## src/rtl/uart_pkg.sv

```systemverilog
// Shared UART definitions for the RSA input path.
// Holds oversampling constants, the default partial-word timeout and the
// word assembler FSM state encoding.
package uart_pkg;

    localparam int unsigned OVERSAMPLE     = 16;
    // 10 bit times per frame (start + 8 data + stop) at OVERSAMPLE ticks each
    localparam int unsigned TICKS_PER_BYTE = 10 * OVERSAMPLE;
    // Three idle byte times abort a partial word
    localparam int unsigned DEFAULT_TIMEOUT_TICKS = 3 * TICKS_PER_BYTE;

    typedef logic [1:0] rx_state_t;

    localparam rx_state_t ST_IDLE    = 2'd0;
    localparam rx_state_t ST_COLLECT = 2'd1;
    localparam rx_state_t ST_HOLD    = 2'd2;

endpackage

```

## src/rtl/uart_tick_timeout.sv

```systemverilog
// Saturating tick counter with synchronous clear, used as an idle watchdog.
// Ports:
//   clk, rst  - clock, asynchronous active-high reset
//   clear     - force count to 0 on the next edge (wins over counting)
//   enable    - allow counting
//   tick      - count strobe (one-cycle baud tick)
//   expire_c  - combinational: this enabled tick is the LIMIT-th one
module uart_tick_timeout #(
    parameter int unsigned LIMIT = 480,
    localparam int unsigned CW   = $clog2(LIMIT + 1)
) (
    input  logic clk,
    input  logic rst,
    input  logic clear,
    input  logic enable,
    input  logic tick,
    output logic expire_c
);

    logic [CW-1:0] count;

    // Counts enabled ticks; saturates at LIMIT so it can never wrap
    always_ff @(posedge clk or posedge rst) begin
        if (rst) begin
            count <= '0;
        end else if (clear) begin
            count <= '0;
        end else if (enable && tick && (count != CW'(LIMIT))) begin
            count <= count + CW'(1);
        end
    end

    assign expire_c = enable && tick && (count == CW'(LIMIT - 1));

endmodule

```

## src/rtl/uart_rx_word_assembler.sv

```systemverilog
// Collects BYTES received UART bytes into one operand word for the RSA core,
// presents it with a valid/ready handshake, aborts stale partial words after
// TIMEOUT_TICKS idle baud ticks and flags bytes lost while a word is held.
// Ports:
//   clk, rst      - clock, asynchronous active-high reset
//   baud_tick     - 16x oversample tick shared with the receiver
//   byte_valid    - one-cycle strobe qualifying byte_data
//   byte_data     - received byte
//   word_ready    - consumer accepts word
//   word_valid    - assembled word available (registered)
//   word_data     - assembled word, first byte in MSBs (registered)
//   byte_count    - bytes held in current word (registered)
//   timeout_err   - one-cycle pulse: partial word discarded (registered)
//   overrun       - one-cycle pulse: byte dropped while holding (registered)
module uart_rx_word_assembler
    import uart_pkg::*;
#(
    parameter int unsigned BYTES         = 4,
    parameter int unsigned TIMEOUT_TICKS = DEFAULT_TIMEOUT_TICKS,
    localparam int unsigned WW = 8 * BYTES,
    localparam int unsigned CW = $clog2(BYTES + 1)
) (
    input  logic          clk,
    input  logic          rst,
    input  logic          baud_tick,
    input  logic          byte_valid,
    input  logic [7:0]    byte_data,
    input  logic          word_ready,
    output logic          word_valid,
    output logic [WW-1:0] word_data,
    output logic [CW-1:0] byte_count,
    output logic          timeout_err,
    output logic          overrun
);

    rx_state_t     state, state_n;
    logic [WW-1:0] word_data_n;
    logic [CW-1:0] byte_count_n;
    logic          word_valid_n;
    logic          timeout_err_n;
    logic          overrun_n;

    logic          expire_c;
    logic          timer_clear_c;
    logic          handshake_c;
    logic [WW-1:0] shifted_c;

    assign handshake_c = word_valid && word_ready;
    // Shift left by one byte; for BYTES=1 this simply replaces the word
    assign shifted_c   = (word_data << 8) | WW'(byte_data);
    // Timer only runs while collecting; any accepted byte or abort restarts it
    assign timer_clear_c = (state != ST_COLLECT) || byte_valid || expire_c;

    uart_tick_timeout #(
        .LIMIT (TIMEOUT_TICKS)
    ) u_timeout (
        .clk      (clk),
        .rst      (rst),
        .clear    (timer_clear_c),
        .enable   (state == ST_COLLECT),
        .tick     (baud_tick),
        .expire_c (expire_c)
    );

    // State and output registers
    always_ff @(posedge clk or posedge rst) begin
        if (rst) begin
            state       <= ST_IDLE;
            word_data   <= '0;
            byte_count  <= '0;
            word_valid  <= 1'b0;
            timeout_err <= 1'b0;
            overrun     <= 1'b0;
        end else begin
            state       <= state_n;
            word_data   <= word_data_n;
            byte_count  <= byte_count_n;
            word_valid  <= word_valid_n;
            timeout_err <= timeout_err_n;
            overrun     <= overrun_n;
        end
    end

    // Next-state and next-output logic
    always_comb begin
        state_n       = state;
        word_data_n   = word_data;
        byte_count_n  = byte_count;
        word_valid_n  = word_valid;
        timeout_err_n = 1'b0;
        overrun_n     = 1'b0;

        case (state)
            ST_IDLE: begin
                if (byte_valid) begin
                    word_data_n  = shifted_c;
                    byte_count_n = CW'(1);
                    if (BYTES == 1) begin
                        state_n      = ST_HOLD;
                        word_valid_n = 1'b1;
                    end else begin
                        state_n = ST_COLLECT;
                    end
                end
            end

            ST_COLLECT: begin
                // A byte arriving on the expiring tick takes priority
                if (byte_valid) begin
                    word_data_n  = shifted_c;
                    byte_count_n = byte_count + CW'(1);
                    if (byte_count == CW'(BYTES - 1)) begin
                        state_n      = ST_HOLD;
                        word_valid_n = 1'b1;
                    end
                end else if (expire_c) begin
                    timeout_err_n = 1'b1;
                    byte_count_n  = '0;
                    word_data_n   = '0;
                    state_n       = ST_IDLE;
                end
            end

            ST_HOLD: begin
                if (handshake_c) begin
                    word_valid_n = 1'b0;
                    byte_count_n = '0;
                    state_n      = ST_IDLE;
                    // A byte coinciding with the handshake starts the next word
                    if (byte_valid) begin
                        word_data_n  = WW'(byte_data);
                        byte_count_n = CW'(1);
                        if (BYTES == 1) begin
                            state_n      = ST_HOLD;
                            word_valid_n = 1'b1;
                        end else begin
                            state_n = ST_COLLECT;
                        end
                    end
                end else if (byte_valid) begin
                    overrun_n = 1'b1;
                end
            end

            default: begin
                state_n      = ST_IDLE;
                word_valid_n = 1'b0;
                byte_count_n = '0;
                word_data_n  = '0;
            end
        endcase
    end

endmodule

```

## config.mk

```make
export PLATFORM = sky130hd
export DESIGN_NAME = uart_rx_word_assembler
export DESIGN_NICKNAME = d
export VERILOG_FILES = /design/src/rtl/uart_pkg.sv /design/src/rtl/uart_tick_timeout.sv /design/src/rtl/uart_rx_word_assembler.sv
export SDC_FILE = /design/constraint.sdc
export NUM_CORES = 1
export LEC_CHECK = 0
export ABC_AREA = 1
export BUFFER_PORTS_ARGS = -buffer_cell sky130_fd_sc_hd__buf_2
export CAP_MARGIN = 0
export CORE_ASPECT_RATIO = 1.1
export CORE_UTILIZATION = 55
export CTS_CLUSTER_SIZE = 28
export DETAILED_ROUTE_END_ITERATION = 8
export GPL_TIMING_DRIVEN = 1
export HOLD_SLACK_MARGIN = 0.03
export PLACE_DENSITY = 0.81
export RECOVER_POWER = 100
export SLEW_MARGIN = 20
export SYNTH_ARGS = -nofsm -noshare
export SYNTH_HDL_FRONTEND = slang
export SYNTH_SLANG_ARGS = --single-unit
```

## constraint.sdc

```tcl
create_clock -name clk -period 2.95 [get_ports clk]
set_clock_uncertainty 0.05 [all_clocks]
set_input_delay 0.1475 -clock clk [delete_from_list [all_inputs] [get_ports clk]]
set_output_delay 0.1475 -clock clk [all_outputs]
set_load 0.005 [all_outputs]
```

=== Word-level counts from Yosys, hierarchy flattened ===
Cells that the tools add are included.

* Bits in registers: 49
* Bits in latches: 0
* Memory bits (writable): 0
* Bits in read-only memories: 0
* Word-level logic and storage cells: 67
* Memories kept: 0

* $add $sub $neg: 2
* Multipliers: 0
* Div/mod/pow operators: 0
* Order comparisons: 0
* Equal/unequal tests: 13
* Shifts and indexed selects: 0
* Mux-type cells: 31
* Bitwise gates (word level): 2
* Reductions and logical operators: 12

{| class="wikitable"
|+ Operator list
! cell !! count
|-
| two-way mux 32 bit || 5
|-
| case mux 32 bit (3 select lines) || 1
|-
| OR 32 x 8 -> 32 bit || 1
|-
| two-way mux 9 bit || 2
|-
| two-way mux 3 bit || 4
|-
| AND reduction 4 bit || 3
|-
| two-way mux 1 bit || 11
|-
| two-way mux 2 bit || 5
|-
| != test 2 bit (second input constant) || 5
|-
| adder 9 x 1 -> 9 bit (second input constant) || 1
|-
| equality test 9 bit (second input constant) || 1
|-
| != test 9 bit (second input constant) || 1
|-
| case mux 3 bit (3 select lines) || 1
|-
| != test 3 bit (second input constant) || 2
|-
| case mux 2 bit (3 select lines) || 1
|-
| logical AND 1 bit || 4
|-
| adder 3 x 1 -> 3 bit (second input constant) || 1
|-
| equality test 3 x 2 -> 1 bit (second input constant) || 1
|-
| case mux 1 bit (3 select lines) || 1
|-
| AND reduction 3 bit || 1
|-
| equality test 2 x 1 -> 1 bit (second input constant) || 1
|-
| equality test 2 bit (second input constant) || 1
|-
| logical NOT 2 bit || 1
|-
| logical OR 1 bit || 2
|-
| 3 further kinds || 3
|}

=== Logic depth before layout (Yosys ltp) ===
Gate-level depths: netlist (run 1).

* Depth in word-level cells: 6
* Depth in mapped cells: 9

=== Hierarchy ===
Synthesis (run 1) repeated with hierarchy kept, for this count alone.

* Cell total of the unflattened synthesis: 327
* Area total of the unflattened synthesis: 2499.9 um^2

{| class="wikitable"
|+ By module, submodules not included
! module !! times used !! cells an instance !! area an instance (um^2)
|-
| uart_rx_word_assembler || 1 || 233 || 1841.8
|-
| uart_tick_timeout || 1 || 94 || 658.1
|}

=== Worst setup path before layout (run 1) ===
OpenSTA, ideal clock, no wires.

* Path kind: register to register
* Start: reg u_timeout.count[0]
* End: reg word_data[0]
* Library setup time: 0.117 ns
* Arrival time: 1.357 ns
* Data required time: 2.783 ns
* Path slack: 1.425 ns
* Cell stages (with the launch flop): 10
* Path through: dfrtp_1 > ha_1 > nand3_2 > nor2_4 > nand2_2 > nand2_4 > nand3_2 > buf_2 > nand2_1 > nand2_1

* Longest elaborated chain between the ends: 4

{| class="wikitable"
|+ RTL lines
! item !! line !! text
|-
| start, declared || uart_tick_timeout.sv:20 || <nowiki>logic [CW-1:0] count;</nowiki>
|-
| start signal, assigned || uart_tick_timeout.sv:29 || <nowiki>count <= count + CW'(1);</nowiki>
|-
| equality test 9 bit || uart_tick_timeout.sv:33 || <nowiki>assign expire_c = enable && tick && (count == CW'(LIMIT - 1));</nowiki>
|-
| logical AND 1 bit || uart_tick_timeout.sv:33 ||
|-
| != test 3 bit (no line) || -- ||
|-
| AND reduction 4 bit (no line) || -- ||
|-
| end signal, assigned || uart_rx_word_assembler.sv:76 || <nowiki>word_data <= word_data_n;</nowiki>
|-
| end, declared || uart_rx_word_assembler.sv:30 || <nowiki>output logic [WW-1:0] word_data,</nowiki>
|}

No other way between the ends.
A chain may end at the register's enable or synchronous reset.

=== Worst setup path in the final report (run 1) ===
* Start: reg u_timeout.count[0]
* End: reg word_data[9]

The elaborated chain is that of the path after synthesis.

==> results by group, run 1 <==
GRT
  • Gr usage total: 23.7%
  • Gr ovfl total: 0
  • Largest net degree at the start of global routing: 50
  • First-pass GRT wire length: 10400 um
  • Vias in the first global route: 2295
  • Initial antenna violation count: 0

Routing
  • Number of DRC markers in iteration 0: 312
  • WL/cell: 12.5 um
  • Via count: 2605
  • Final wirelength: 6010 um
  • Wl on met1: 2850 um
  • Met2 WL: 2800 um
  • Top Metal Used: met4
  • Routed Antenna Nets: 0
  • Via density: 5.40
  • # DRC: 0
  • Metal3 WL: 279 um
  • Drt first pass iters: 5

Timing
  • Fin Setup TNS: 0 ns
  • Final Setup Violations: 0
  • Fin crit share: 78.3%
  • Endpoints failing hold: 0
  • Slew margin rel.: -22.9%
  • Worst slew pin tran: 1.84 ns
  • Min cycle time layout: 2.31 ns
  • RSZ-0062 raised after global routing: no
  • Pins over their slew limit: 50
  • F_max: 433 MHz

CTS
  • CTS sink cnt: 49
  • CTS tree: built
  • CTS Buffer Depth: 2
  • Inserted Clock Buffers: 5
  • Resize count post-CTS: 0
  • CTS H-tree depth: 2
  • Post-CTS Setup Inserts: 0
  • Skew-Pair Late Insertion Delay: 0.30 ns
  • CTS Root Buffer Type: clkbuf_8
  • Clock transition at path regs: 0.09 ns

Worst setup path
  • CP delay by family, top: simple AND/OR/NAND/NOR gates
  • Crit-path cells: ha_1 -> nand3_2 -> nor2_1 -> nand2_2 -> nand2_1 -> nand3_1 -> buf_4 -> nand2_1 -> nand2_1
  • Maximum net fanout on the critical path: 20
  • Worst endpoint required time: 3.10 ns
  • Critical path class: flip-flop to flip-flop
  • CP most frequent cell: nand2_1
  • Critical Path Max Stage Delay: 0.43 ns
  • CP Buf/Inv Count: 1
  • Crit-path slowest cell: dfrtp_1
  • Startpoint Class: flip-flop
  • Crit path DAT: 2.46 ns
  • Crit. End Element: flip-flop

Floorplan
  • Core footprint: 4780 sq um
  • Die width: 70 um
  • Initial core utilization: 58.5%
  • Die area: 5380 sq um
  • I/O Pins: 51
  • DIE HEIGHT: 76.8 um
  • Rows: 26

Logic synthesis
  • Syn avg cell area: 7.29 sq um
  • Post-Synth Simple-Gate Area: 38.1%
  • Adder-Cell Fraction of Synth Area: 1.79%
  • Largest family of logic cells by synthesized area: simple AND/OR/NAND/NOR gates
  • Synth top area share: 43.8%
  • Warnings from Yosys: 0
  • Compound-Gate Fraction of Synth Area: 5.64%
  • Mapped Cells: 384
  • Dominant cell type by area after synthesis: dfrtp_1
  • Synth unique cells: 24
  • Synth area leaders: dfrtp_1 44%, nand2_1 21%, nand4_1 8.3%, inv_1 4.6%, o21ai_0 4.5%
  • Number of synthesized flops with an enable pin: 0
  • Most common flop cell mapped by yosys: dfrtp_1
  • Post-synthesis cell area: 2800 sq um
  • Fraction of synthesized cell area in xor and xnor cells: 0.313%
  • Flops & latches, synth: 49
  • Count leader, synth: nand2_1
  • Mapped Nets: 401
  • Register area share after synthesis: 43.8%
  • Synth cell count leaders: 154 x nand2_1, 49 x dfrtp_1, 37 x nand4_1
  • Mux cell area share after synthesis: 0%
  • Asr flop ratio synth: 100%

Finish
  • Post-layout net count: 442
  • Final Cell Area: 3070 sq um
  • ANT cells: 0
  • Share of layout cells above drive strength 1: 12.0%
  • Final Non-Filler Cells: 482
  • Area grow syn2layout: 9.84%

Pwr
  • Final Power: 0.00267 W
  • VDD IR max: 0.430 mV
  • LEAKAGE: 1.67 nW
  • Pwr Density: 867 nW/um^2

Placed design
  • Placed cells: 473
  • Routability congestion estimate: 0.802
  • Post-DP Area: 3010 sq um
  • DP HPWL: 3860 um
  • Port Buf Inserts: 50

Status
  • Status: finished, violations left
  • Failing checks: max-capacitance violations, max-slew violations

Flow run
  • Max-cap violations: 1

Worst hold path
  • Hold WC Path Type: primary input to flip-flop
[cell families (layout without fill, tap and decap cells)]
family | Yosys count | in the layout
AO/OA/AOI/OAI | 31 | 31
XOR/XNOR | 1 | 1
adder cells (fa/ha/maj) | 4 | 4
buffers and inverters | 58 | 100
flip-flops | 49 | 49
AND/OR/NAND/NOR | 241 | 241
[power breakdown]
part | leakage (nW) | switching [W] | total, W | internal (W)
clock network | 0.0542 | 0.000224 | 0.000436 | 0.000212
logic | 0.963 | 0.000715 | 0.00114 | 0.000423
registers | 0.649 | 0.000201 | 0.00109 | 0.000891
[metal layers]
layer,up-vias,global-route usage [%]
met5,-,0
met4,0,8.40
met3,8,4.07
met2,74,37.5
met1,1207,32.7
li1,1316,-
[worst paths after layout]
kind | from | endpoint | slack [ns] | depth (start not counted)
worst max-delay path | u_timeout.count[0] | word_data[9] | 0.64 | 9
worst min-delay path | byte_data[4] | word_data[4] | 0.12 | 5
worst max register to register | u_timeout.count[0] | word_data[9] | 0.64 | 9
worst min register to register | word_data[27] | word_data[27] | 0.42 | 2
max in group asynchronous | rst | word_data[30] | 0.86 | 3
min in group asynchronous | rst | word_data[28] | 0.92 | 3
[sequential cells by signal, indices dropped and copies added, names as in the netlist]
signal and flops:
byte_count 3, overrun 1, state 2, timeout_err 1, u_timeout.count 9, word_data 32
word_valid 1
[worst register-to-register path, stage by stage (launching register included)]
cell	delay, ns
dfrtp_1	0.43
ha_1	0.23
nand3_2	0.08
nor2_1	0.32
nand2_2	0.10
nand2_1	0.10
nand3_1	0.38
buf_4	0.37
nand2_1	0.09
nand2_1	0.05
[final cells by class]
| class | instances | area [sq um] |
|---|---|---|
| Tap cell | 56 | 70.1 |
| Clock inverter | 1 | 5.00 |
| Timing Repair Buffer | 57 | 282 |
| Inverter | 35 | 131 |
| Fill cell | 452 | 1710 |
| Clock buffer | 7 | 96.3 |
| Sequential cell | 49 | 1230 |
| Multi-Input combinational cell | 277 | 1260 |
[cells in the final DEF (no fill, tap or decap), drive strengths merged]
master       netlist  layout
clkinv             0       1
nand4             37      37
nand3             18      18
o21ai             26      26
dlygate4sd3        0       1
nand2            156     156
nand3b             1       1
nor3               2       2
nor2              27      27
buf               17      39
inv               35      35
a22oi              1       1
ha                 4       4
a21oi              4       4
dfrtp             49      49
xor2               1       1
clkbuf             6      24
[through the flow]
stage               hold WS, ns  setup WS [ns]  utilization [%]
floorplan                 0.303           1.43                -
global placement          0.400          0.985             62.8
detailed placement        0.404          0.903             62.8
CTS                      0.0743          0.876             65.0
global route              0.142          0.449             64.3
finish                    0.125          0.641             64.3
[repair_timing]
| item | in CTS | in global routing |
|---|---|---|
| endpoints found under the hold margin | 0 | 49 |
| endpoints found under the setup margin | 0 | 0 |
| hold buffers | 0 | 1 |
Power figures use the tool's default switching activity.
==> run 2: changes to the inputs <==
ABC_AREA = 0   (was 1)
CORE_UTILIZATION = 52   (was 55)
PLACE_DENSITY = 0.8   (was 0.81)
clock period = 2.2 ns   (was 2.95 ns; I/O delays follow)
==> run 2 against run 1 <==
Against the previous run: highest routed layer unchanged; count of clock-buffer cells in the layout down 2; the flow now finishes without violations; area after synthesis down 25%; non-clock buffer count up 9; fmax up 14%; critical path type unchanged; sequential share of layout area up 7.9 points.
==> results by group, run 2 <==
Status
  • Status: complete, no violations

Logic synthesis
  • Number of synthesized flops with an enable pin: 0 (unchanged)
  • Synth cell count leaders: 49 x dfrtp_1, 32 x a22o_1, 12 x nor2_1
  • Dominant cell type by area after synthesis: dfrtp_1
  • Count leader, synth: dfrtp_1
  • Warnings from Yosys: 0 (unchanged)
  • Synth top area share: 58.7% (+15 points)
  • Synth area leaders: dfrtp_1 59%, a22o_1 13%, ha_1 2.4%, nor2_1 2.2%, xnor2_1 2.1%
  • Mapped Cells: 166 (-57%)
  • Most common flop cell mapped by yosys: dfrtp_1
  • Mapped Nets: 183 (-54%)
  • Register area share after synthesis: 58.7% (+15 points)
  • Asr flop ratio synth: 100% (unchanged)
  • Synth unique cells: 39 (+63%)
  • Post-synthesis cell area: 2090 sq um (-25%)
  • Syn avg cell area: 12.6 sq um (+73%)
  • Flops & latches, synth: 49 (unchanged)

Timing
  • Fin crit share: 92.4% (+14 points)
  • Fin Setup TNS: 0 ns (unchanged)
  • Pins over their slew limit: 0 (-100%)
  • Min Hold Slack: 0.0537 ns (-0.0711 ns)
  • Min cycle time layout: 2.03 ns (-0.276 ns)
  • Final Setup Violations: 0 (unchanged)
  • RSZ-0062 raised after global routing: no
  • Slew margin rel.: 41.6% (+65 points)
  • F_max: 492 MHz (+14%)
  • Worst slew pin tran: 0.876 ns (-0.967 ns)
  • Endpoints failing hold: 0 (unchanged)

Floorplan
  • I/O Pins: 51 (unchanged)
  • Die width: 62.4 um (-11%)
  • Core footprint: 3740 sq um (-22%)
  • Rows: 23 (-12%)
  • DIE HEIGHT: 68.5 um (-11%)
  • Die area: 4280 sq um (-20%)
  • Initial core utilization: 55.9% (-2.7 points)

Routing
  • # DRC: 0 (unchanged)
  • WL/cell: 15.6 um (+25%)
  • Via density: 5.65 (+4.6%)
  • Final wirelength: 4390 um (-27%)
  • Number of DRC markers in iteration 0: 136 (-56%)
  • Via count: 1594 (-39%)
  • Routed Antenna Nets: 0 (unchanged)
  • Drt first pass iters: 4 (-1)

Finish
  • Largest regs: word_data: 32 flops, u_timeout.count: 9 flops, byte_count: 3 flops
  • Reg area: 1230 sq um (unchanged)
  • Most frequent cells in the layout: 49 x dfrtp_1, 36 x buf_2, 32 x a22o_1, 17 x clkbuf_1, 12 x nor2_1
  • Commonest non-fill, non-tap cell in the layout: dfrtp_1
  • Final Non-Filler Cells: 282 (-41%)
  • Share of layout cells above drive strength 1: 23.3% (+11 points)
  • Footprint of the multi-input gates: 798 sq um (-37%)
  • Top reg by flops: word_data
  • Area grow syn2layout: 22.8%
  • FILL cells: 300 (-34%)
  • Final Cell Area: 2570 sq um (-16%)
  • Post-layout net count: 248 (-44%)
  • Max reg flops: 32 (unchanged)
  • ANT cells: 0 (unchanged)

Worst setup path
  • Critical path class: flip-flop to flip-flop
  • Maximum net fanout on the critical path: 32 (+60%)
  • Crit-path slowest cell: o311ai_4
  • Crit path DAT: 2.17 ns (-0.29 ns)
  • CP most frequent cell: nand3_2
  • Crit-path cells: ha_1 -> nand3_2 -> o311ai_4 -> nand3_2 -> buf_4 -> a22o_1
  • CP Buf/Inv Count: 1 (unchanged)
  • Crit. End Element: flip-flop
  • Critical Path Max Stage Delay: 0.46 ns (+0.03 ns)
  • Startpoint Class: flip-flop
  • CP delay by family, top: compound AO/OA/AOI/OAI gates
  • Worst endpoint required time: 2.34 ns (-0.76 ns)

Placed design
  • Routability congestion estimate: 0.785 (-2.0%)
  • DP HPWL: 3130 um (-19%)
  • Post-DP Area: 2420 sq um (-20%)
  • Placed cells: 264 (-44%)
  • Port Buf Inserts: 50 (unchanged)

CTS
  • CTS Buffer Depth: 2 (unchanged)
  • CTS sink cnt: 49 (unchanged)
  • CTS H-tree depth: 2 (unchanged)
  • CTS Root Buffer Type: clkbuf_8
  • Resize count post-CTS: 0 (unchanged)
  • Inserted Clock Buffers: 5 (unchanged)
  • Clock transition at path regs: 0.09 ns (about the same)
  • CTS tree: built
  • CTS Hold Bufs: 10 (+10)
  • Skew-Pair Late Insertion Delay: 0.30 ns (about the same)
  • Post-CTS Setup Inserts: 0 (unchanged)

GRT
  • Gr usage total: 22.3% (-1.4 points)
  • Gr ovfl total: 0 (unchanged)
  • First-pass GRT wire length: 7130 um (-32%)
  • Largest net degree at the start of global routing: 33 (-34%)
  • Vias in the first global route: 1508 (-34%)
  • Initial antenna violation count: 0 (unchanged)

Pwr
  • LEAKAGE: 1.23 nW (-26%)
  • Pwr Density: 1220 nW/um^2 (+40%)
  • VDD IR max: 0.551 mV (+28%)
  • Final Power: 0.00312 W (+17%)

Flow run
  • Max-cap violations: 0 (-1)

Worst hold path
  • Hold WC Path Type: primary input to flip-flop
run 2: cell count changes in the layout (fill, tap and decap cells not counted), sizes merged, moves of 4 or more:
cell and change:
nand2 -148, nor2 -15, xnor2 +5, o21ai -26, nand3 -14, inv -28
a22o +32, a21oi -4, nand4 -36, dlygate4sd3 +9
run 2: metrics by stage:
| step | setup slack, ns | util, % |
|---|---|---|
| finish | 0.167 | 68.6 |
| global route | 0.0364 | 68.6 |
| CTS | 0.181 | 69.7 |
| detailed placement | 0.199 | 64.6 |
| global placement | 0.319 | 64.6 |
| floorplan | 0.411 | - |
run 2: metal layers:
layer / track usage, % / share of wire, % / routed length (um)
met5: 0 / 0 / 0
met4: 11.0 / 1.8 / 77
met3: 4.17 / 3.8 / 167
met2: 37.4 / 51 / 2260
met1: 28.1 / 43 / 1890
run 2: area by class of cell:
cell class	instances	area share, %
inverter	6	0.878
clock inverter	3	0.829
tap	50	2.44
timing repair buffer	66	14.3
multi-input combinational	103	31.1
sequential	49	47.8
clock buffer	5	2.68
run 2: cell families after synthesis:
family,after synthesis,share of synthesized area [%]
flip-flops,49,58.7
AO/OA/AOI/OAI,46,19.9
AND/OR/NAND/NOR,44,12.0
buffers and inverters,14,3.11
XOR/XNOR,7,2.93
adder cells (fa/ha/maj),4,2.40
multiplexers,2,0.958
run 2: worst register-to-register path, stage by stage (launching register included):
cell,delay (ns)
dfrtp_1,0.41
ha_1,0.23
nand3_2,0.15
o311ai_4,0.46
nand3_2,0.09
buf_4,0.25
a22o_1,0.27
run 2: power by group:
part           internal (W)  switching [W]
clock network      0.000226       0.000302
registers           0.00123       0.000279
logic              0.000566       0.000520
run 2: path summary, 6_finish.rpt:
check,cells after the start,from,to,slack (ns)
max,6,u_timeout.count[1],word_data[7],0.17
min,2,byte_valid,u_timeout.count[8],0.05
max reg2reg,6,u_timeout.count[1],word_data[7],0.17
min reg2reg,1,word_data[26],word_data[26],0.45
max in group asynchronous,4,rst,word_data[23],0.44
min in group asynchronous,3,rst,word_data[25],0.42
==> run 3: changes to the inputs <==
PLACE_DENSITY = 0.76   (was 0.8)
SYNTH_HIERARCHICAL = 1   (was unset)
==> run 3 against run 2 <==
Against the previous run: utilization grew 1.3 points; final cell count increased by 0.71%; combinational power hardly changed; non-clock buffer count shrank 2; synthesized cell count up 2.4%; critical endpoint is now word_data[2].
==> results by group, run 3 <==
Routing
  • Final wirelength: 4970 um (+13%)
  • Drt first pass iters: 4 (unchanged)
  • Via density: 5.95 (+5.3%)
  • # DRC: 0 (unchanged)
  • WL/cell: 17.5 um (+12%)
  • Via count: 1691 (+6.1%)
  • Number of DRC markers in iteration 0: 169 (+24%)
  • Routed Antenna Nets: 0 (unchanged)

Placed design
  • Port Buf Inserts: 50 (unchanged)
  • Routability congestion estimate: 0.836 (+6.4%)
  • DP HPWL: 3160 um (+1.2%)
  • Placed cells: 266 (+0.76%)

Logic synthesis
  • Post-synthesis cell area: 2120 sq um (+1.4%)
  • Register area share after synthesis: 57.9% (-0.80 points)
  • Mapped Cells: 170 (+2.4%)
  • Synth top area share: 57.9% (-0.80 points)
  • Warnings from Yosys: 6 (+6)
  • Most common flop cell mapped by yosys: dfrtp_1
  • Synth unique cells: 41 (+5.1%)
  • Number of synthesized flops with an enable pin: 0 (unchanged)
  • Asr flop ratio synth: 100% (unchanged)
  • Dominant cell type by area after synthesis: dfrtp_1
  • Syn avg cell area: 12.5 sq um (-1.0%)
  • Synth area leaders: dfrtp_1 58%, a22o_1 11%, a22o_2 2.8%, ha_1 2.4%, a21oi_1 1.7%
  • Flops & latches, synth: 49 (unchanged)
  • Mapped Nets: 187 (+2.2%)
  • Count leader, synth: dfrtp_1
  • Synth cell count leaders: 49 x dfrtp_1, 27 x a22o_1, 8 x inv_1, 8 x nand2_1, 7 x a21oi_1

Worst setup path
  • Crit. End Element: flip-flop
  • Startpoint Class: flip-flop
  • Register-to-Register Path Depth: 6 (unchanged)
  • Crit-path slowest cell: dfrtp_1
  • Crit path DAT: 2.18 ns (about the same)
  • Critical Path Max Stage Delay: 0.41 ns (-0.05 ns)
  • Maximum net fanout on the critical path: 16 (-50%)
  • Worst endpoint required time: 2.34 ns (about the same)
  • Crit-path cells: nor2b_2 -> nand4_2 -> nor4_4 -> or3_4 -> o211ai_4 -> a22o_2
  • Flop2flop setup slack: 0.16 ns (about the same)
  • Critical path class: flip-flop to flip-flop
  • Reg-to-reg critical path startpoint: state[0]
  • Reg-to-reg endpoint: word_data[2]

Pwr
  • LEAKAGE: 1.26 nW (+1.9%)
  • VDD IR max: 0.619 mV (+12%)
  • Pwr Density: 1230 nW/um^2 (+1.0%)
  • Final Power: 0.00324 W (+3.7%)

GRT
  • First-pass GRT wire length: 7510 um (+5.3%)
  • Gr ovfl total: 0 (unchanged)
  • Vias in the first global route: 1542 (+2.3%)
  • Gr usage total: 23.2% (+0.90 points)
  • Initial antenna violation count: 0 (unchanged)
  • Largest net degree at the start of global routing: 41 (+24%)

CTS
  • CTS tree: built
  • Inserted Clock Buffers: 5 (unchanged)
  • Clock transition at path regs: 0.09 ns (about the same)
  • CTS Root Buffer Type: clkbuf_8
  • CTS Buffer Depth: 2 (unchanged)
  • CTS H-tree depth: 2 (unchanged)
  • CTS sink cnt: 49 (unchanged)
  • Skew-Pair Late Insertion Delay: 0.30 ns (about the same)
  • Post-CTS Setup Inserts: 0 (unchanged)

Finish
  • Largest regs: word_data: 32 flops, u_timeout/count: 9 flops, byte_count: 3 flops
  • Post-layout net count: 250 (+0.81%)
  • Final core area utilization: 69.9% (+1.3 points)
  • Commonest non-fill, non-tap cell in the layout: dfrtp_1
  • Most frequent cells in the layout: 49 x dfrtp_1, 42 x buf_2, 27 x a22o_1, 9 x dlygate4sd3_1, 9 x clkbuf_1
  • Share of layout cells above drive strength 1: 30.3% (+7.1 points)
  • Max reg flops: 32 (unchanged)
  • Top reg by flops: word_data
  • ANT cells: 0 (unchanged)
  • Area grow syn2layout: 24.3%
  • Final Non-Filler Cells: 284 (+0.71%)

Timing
  • Worst slew pin tran: 0.986 ns (+0.111 ns)
  • Min cycle time layout: 2.04 ns (+0.00312 ns)
  • Min Hold Slack: 0.0924 ns (+0.0387 ns)
  • Slew margin rel.: 34.3% (-7.4 points)
  • Final Setup Violations: 0 (unchanged)
  • Fin crit share: 92.5% (+0.14 points)
  • RSZ-0062 raised after global routing: no
  • Fin Setup TNS: 0 ns (unchanged)
  • Pins over their slew limit: 0 (unchanged)
  • F_max: 491 MHz (-0.15%)
  • Endpoints failing hold: 0 (unchanged)

Floorplan
  • I/O Pins: 51 (unchanged)
  • DIE HEIGHT: 68.9 um (+0.66%)
  • Core footprint: 3770 sq um (+0.77%)
  • Initial core utilization: 56.2% (+0.34 points)
  • Rows: 23 (unchanged)
  • Die area: 4330 sq um (+1.3%)
  • Die width: 62.9 um (+0.66%)

Flow run
  • Max-cap violations: 0 (unchanged)

Worst hold path
  • Worst hold start: word_ready
  • Hold WC Path Type: primary input to flip-flop
  • Cell depth of the worst hold path: 4 (+2)
  • Hold EP: word_valid

Status
  • Status: complete, no violations
## run 3: cell count changes after synthesis, moves of 3 or more
cell / delta
a22o_2: +6
a22o_1: -5
nor3_1: -4
nor2_1: -8
or3_1: +3
xnor2_1: -5
a21oi_1: +7
o21ai_0: +6
## run 3: report_power, final
part | internal [W] | switching (W) | total, W
registers | 0.00121 | 0.000264 | 0.00148
clock network | 0.000370 | 0.000299 | 0.000669
logic | 0.000562 | 0.000526 | 0.00109
total | 0.00215 | 0.00109 | 0.00324
## run 3: per-layer routing
layer	wire length (um)	global-route usage (%)	vias up
li1	-	-	760
met1	2200	29.5	858
met2	2490	39.9	64
met3	230	4.93	9
met4	46	7.56	0
met5	0	0	-
## run 3: per-stage QoR
stage,setup WS [ns],instance area (sq um)
2_1_floorplan,0.0324,2130
3_3_place_gp,0.194,2410
3_5_place_dp,0.0979,2410
4_1_cts,0.0606,2630
5_1_grt,0.0300,2630
6_report,0.164,2630
## run 3: cell families after synthesis
group	after synthesis	synth area share, %
AOI/OAI and AO/OA	57	22.5
adders and majority gates	4	2.36
buffers and inverters	17	4.37
DFF	49	57.9
muxes	3	1.54
and+or+nand+nor	40	11.3
## run 3: worst max-delay path, delay by kind of cell (launching register included)
family | cells | cell delay [ns]
AOI/OAI and AO/OA | 2 | 0.52
DFF | 1 | 0.41
and+or+nand+nor | 4 | 0.95
## run 3: worst max-delay path by stage
stage	start	slack, ns	end	depth (start not counted)
floorplan	state[0]	0.03	u_timeout/count[7]	9
global route	state[0]	0.03	word_data[3]	6
CTS	state[0]	0.06	word_data[2]	6
detailed placement	state[1]	0.1	word_data[2]	6
global placement	state[1]	0.19	word_data[2]	6
finish	state[0]	0.16	word_data[2]	6
## run 3: cell type report
class / instances / area (sq um)
well taps: 50 / 62.6
clock inverters: 2 / 37.5
inverters: 8 / 30.0
multi-input cells: 105 / 833
clock buffers: 6 / 82.6
fillers: 286 / 1140
repair buffers: 64 / 362
flip-flops and latches: 49 / 1230
## run 3: what timing repair did
| action | CTS | global route |
|---|---|---|
| gates resized for setup | 0 | 2 |
| endpoints found under the hold margin | 57 | 0 |
| hold buffers | 9 | 0 |
| setup endpoints to repair | 0 | 32 |
